$ cat src/rtl/serial_deser_32.sv
// Serial-in/parallel-out receiver with a valid/ready holding register.
// Optional even-parity trailer bit enabled by defining PARITY_EN.
module serial_deser_32 #(
    parameter  int WIDTH = 32,
    localparam int CW    = $clog2(WIDTH + 1)
) (
    input  logic             clk,
    input  logic             clear,
    input  logic             sin,
    input  logic             sin_valid,
    input  logic             msb_first,
    input  logic             abort,
    output logic [WIDTH-1:0] dout,
    output logic             dout_valid,
    input  logic             dout_ready,
    output logic             busy,
    output logic [CW-1:0]    bit_cnt,
    output logic             overrun,
`ifdef PARITY_EN
    output logic             par_err,
`endif
    input  logic             ovr_clr
);

`ifdef PARITY_EN
    typedef enum logic [1:0] {
        S_IDLE,
        S_RECV,
        S_PAR
    } state_t;
`else
    typedef enum logic [1:0] {
        S_IDLE,
        S_RECV
    } state_t;
`endif

    localparam logic [CW-1:0] LAST = CW'(WIDTH - 1);

    state_t             r_state;
    logic [WIDTH-1:0]   r_sh;
    logic [CW-1:0]      r_cnt;
    logic               r_msb;
    logic [WIDTH-1:0]   r_dout;
    logic               r_dv;
    logic               r_ovr;
`ifdef PARITY_EN
    logic               r_par_err;
    logic               w_perr;
`endif

    logic               w_order;
    logic [WIDTH-1:0]   w_shift;
    logic               w_take;
    logic               w_done;
    logic [WIDTH-1:0]   w_word;
    logic               w_drain;
    logic               w_load;
    logic               w_drop;

    // Word order is taken live on the first bit, then from the latch.
    always_comb begin
        w_order = (r_state == S_IDLE) ? msb_first : r_msb;
        if (w_order) begin
            w_shift = {r_sh[WIDTH-2:0], sin};
        end else begin
            w_shift = {sin, r_sh[WIDTH-1:1]};
        end
        w_take = sin_valid & ~abort;
`ifdef PARITY_EN
        w_done = w_take & (r_state == S_PAR);
        w_word = r_sh;
        w_perr = ^{r_sh, sin};
`else
        w_done = w_take & (r_state == S_RECV) & (r_cnt == LAST);
        w_word = w_shift;
`endif
        w_drain = r_dv & dout_ready;
        w_load  = w_done & (~r_dv | dout_ready);
        w_drop  = w_done & r_dv & ~dout_ready;
    end

    always_ff @(posedge clk or posedge clear) begin
        if (clear) begin
            r_state <= S_IDLE;
            r_sh    <= '0;
            r_cnt   <= '0;
            r_msb   <= 1'b1;
            r_dout  <= '0;
            r_dv    <= 1'b0;
            r_ovr   <= 1'b0;
`ifdef PARITY_EN
            r_par_err <= 1'b0;
`endif
        end else begin
            if (abort) begin
                r_state <= S_IDLE;
                r_cnt   <= '0;
                r_sh    <= '0;
            end else if (sin_valid) begin
                unique case (r_state)
                    S_IDLE: begin
                        r_msb   <= msb_first;
                        r_sh    <= w_shift;
                        r_cnt   <= CW'(1);
                        r_state <= S_RECV;
                    end
                    S_RECV: begin
                        r_sh <= w_shift;
                        if (r_cnt == LAST) begin
                            r_cnt <= '0;
`ifdef PARITY_EN
                            r_state <= S_PAR;
`else
                            r_state <= S_IDLE;
`endif
                        end else begin
                            r_cnt <= r_cnt + CW'(1);
                        end
                    end
`ifdef PARITY_EN
                    S_PAR: begin
                        r_state <= S_IDLE;
                    end
`endif
                    default: begin
                        r_state <= S_IDLE;
                    end
                endcase
            end

            // A load on the draining edge keeps valid high.
            if (w_load) begin
                r_dout <= w_word;
                r_dv   <= 1'b1;
`ifdef PARITY_EN
                r_par_err <= w_perr;
`endif
            end else if (w_drain) begin
                r_dv <= 1'b0;
            end

            if (w_drop) begin
                r_ovr <= 1'b1;
            end else if (ovr_clr) begin
                r_ovr <= 1'b0;
            end
        end
    end

    assign dout       = r_dout;
    assign dout_valid = r_dv;
    assign bit_cnt    = r_cnt;
    assign overrun    = r_ovr;
`ifdef PARITY_EN
    assign par_err    = r_par_err;
    assign busy       = (r_cnt != '0) | (r_state == S_PAR);
`else
    assign busy       = (r_cnt != '0);
`endif

endmodule
$ cat config.mk
export PLATFORM = sky130hd
export DESIGN_NAME = serial_deser_32
export DESIGN_NICKNAME = d
export VERILOG_FILES = /design/src/rtl/serial_deser_32.sv
export SDC_FILE = /design/constraint.sdc
export NUM_CORES = 1
export LEC_CHECK = 0
export ABC_AREA = 1
export CAP_MARGIN = 40
export CORE_ASPECT_RATIO = 1.5
export CORE_UTILIZATION = 32
export DETAILED_ROUTE_END_ITERATION = 6
export HOLD_SLACK_MARGIN = 0.02
export MAX_ROUTING_LAYER = met4
export PLACE_DENSITY = 0.65
export SYNTH_ARGS = -nofsm -noshare
export SYNTH_HDL_FRONTEND = slang
export SYNTH_SLANG_ARGS = --single-unit
$ cat constraint.sdc
create_clock -name clk -period 2.86 [get_ports clk]
set_input_delay 0.858 -clock clk [delete_from_list [all_inputs] [get_ports clk]]
set_output_delay 0.858 -clock clk [all_outputs]
set_load 0.02 [all_outputs]
==> impl_metrics.toml <==
[finish]
fin_nets = 516
syn_to_final_growth_pct = 25.1
final_layout_size_suffix_gt1_share_pct = 6.46
diodes = 0
fillers = 1150
final_common_cell = "nand2_1"
mostFrequentLayoutCells = "217 x nand2_1, 102 x nand3_1, 73 x dfrtp_1"

[timing]
finalHoldViolCount = 0
finClkSkew_ns = 0.00547
min_period_over_period_pct = 89.0
finalCriticalPeriod_ns = 2.55
tns_ns = 0
slew_headroom_pct = 69.6
slew_viol_final = 0
rsz0062_at_grt = "false"
max_freq_ghz = 0.393
final-setup-viol-count = 0
tightest_slew_ns = 0.455

[placement]
dp.final_hpwl_um = 5360
place.gp.congestion = 0.770
port_buffers = 48

[clock_network]
clock-root-buffer = "clkbuf_16"
cts_buffer_depth = 2
cts_num_sinks = 74
cts_setup_buffers = 0
clock_latency_ns = 0.33
cts_made_buffers = 9
ctsResizeCount = 0
path_clk_slew_ns = 0.05
cts_tree = "done"
hold_buffers = 0
cts_max_level = 3

[global_routing]
grt_pass1_wl_um = 14000
grt_max_degree = 75
first_global_vias = 3117
grt_util_met3_pct = 3.77
antenna_found_initial = 0
top_usage_layer = "met2"
gr-usage-met1_pct = 17.7
grt_overflow = 0
grt_use_total_pct = 15.7
met2_usage_pct = 26.4

[logic_synthesis]
synth_area_per_cell_sq_um = 7.69
syn-num-nets = 474
yosysSeqAreaShare_pct = 51.9
syn_area_sq_um = 3570
ys_ff_latch = 74
yosys.area.top_type = "dfrtp_1"
synthTopCellsByArea = "dfrtp_1 51%, nand2_1 23%, nand3_1 14%"
synth_top_area_share_pct = 51.2
ys_types = 22
synthCells = 464
ys_warn_count = 0

[floorplan]
row_count = 46
die_w_um = 88.2
die-area_sq_um = 11600
fp.coreArea_sq_um = 10700
ios = 49
initial_core_util_pct = 33.3
die_height_um = 131

[worst_hold_path]
hp-class = "register to register"

[routing]
routed_via_density = 4.74
wl_per_cell_um = 12.4
wirelength_um = 8150
ant_nets = 0
drc = 0
vias = 3103
drt_iter0_drc = 270
first_pass_iters = 4

[power_and_ir_drop]
combPwrFrac_pct = 7.3
vdd_drop_max_v = 0.000270
p_clk_share_pct = 46.3
power.total_mw = 2.29
powerDensity_nw_per_um2 = 514
leakage_nw = 2.40
power.switching_mw = 0.532
switching_share_pct = 23.2
sequentialPowerShare_pct = 46.4
p_int_mw = 1.76

[run]
maxCapViolations = 0

[critical_path]
slowest_stage = "clkdlybuf4s50_1"
crit_buf_inv = 2
crit_chain = "inv_1 -> ha_1 -> nand3_1 -> clkdlybuf4s50_1"
crit_fanout = 4
arrival_ns = 1.69
critPathTopFamily = "buffers and inverters"
crit_type = "register to primary output"
start_kind = "register"
crit_path_max_incr_delay_ns = 0.60
critPathCaptureType = "primary output"
cp.required_ns = 2.00

[outcome]
status = "finished clean"
-- area by class of cell --
class                   count  area (sq um)  share of cell area [%]
clock buffers              14           274                    6.14
multi-input cells         344          1490                    33.3
well taps                 144           180                    4.04
repair buffers             58           588                    13.2
flip-flops and latches     74          1850                    41.5
clock inverters             2          10.0                   0.224
inverters                  19          71.3                    1.60
-- worst register-to-register path, cell delays in order (launching register included) --
cell     delay, ns
dfrtp_1       0.39
ha_1          0.22
inv_1         0.05
nor2_1        0.16
nand2_2       0.13
nor2_8        0.36
nand3_1       0.14
nand2_1       0.09
-- kinds of logic after synthesis --
family / count (synthesis) / share of synthesized area, %
and+or+nand+nor: 334 / 39.6
buffers and inverters: 46 / 6.42
adders and majority gates: 2 / 0.701
xor gates and xnor gates: 1 / 0.246
AOI/OAI and AO/OA: 7 / 1.05
DFF: 74 / 51.9
-- synthesized netlist by cell type --
library cell,instances
a21oi_1,1
buf_1,3
buf_2,9
buf_4,6
buf_6,3
clkbuf_1,6
dfrtp_1,73
dfstp_2,1
ha_1,2
inv_1,18
inv_2,1
nand2_1,217
nand2_2,3
nand3_1,102
nand4_1,1
nor2_1,7
nor2_2,2
nor2_8,1
nor3_1,1
o21ai_0,4
o22ai_1,2
xor2_1,1
-- state kept, by name, summed over array words and instances, names as in the netlist --
register and flops:
dout 32, r_sh 32, bit_cnt 6, dout_valid 1, overrun 1, r_msb 1, r_state 1
-- through the flow --
| stage | setup WS [ns] | area [sq um] | std cells | hold WS (ns) | utilization (%) |
|---|---|---|---|---|---|
| floorplan | 0.122 | 3570 | 464 | 0.450 | - |
| global placement | 0.557 | 4150 | 638 | 0.465 | 38.8 |
| detailed placement | 0.547 | 4180 | 639 | 0.465 | 39.0 |
| CTS | 0.279 | 4460 | 655 | 0.484 | 41.7 |
| global route | 0.205 | 4460 | 655 | 0.500 | 41.7 |
| finish | 0.314 | 4460 | 655 | 0.477 | 41.7 |
-- power by group through the flow --
stage,clock network (mW),logic [mW],registers (mW)
global route,1.13,0.186,1.06
floorplan,0,0.108,1.08
global placement,0,0.160,1.08
detailed placement,0,0.169,1.08
CTS,1.09,0.169,1.06
finish,1.06,0.167,1.06
-- path summary, 6_finish.rpt --
kind                            start        to  slack, ns  cells after the start
setup / recovery           bit_cnt[0]      busy       0.31                      4
hold / removal               dout[12]  dout[12]       0.48                      2
setup reg to reg           bit_cnt[1]  dout[17]       1.25                      7
hold reg to reg              dout[12]  dout[12]       0.48                      2
max in group asynchronous       clear     r_msb       1.59                      3
min in group asynchronous       clear  dout[11]       0.94                      3
-- routing by layer --
metal,part of all wire [%],vias to the layer above
met5,0,-
met4,1.1,0
met3,3.7,6
met2,52,44
met1,43,1486
li1,-,1567
Power figures use the tool's default switching activity.
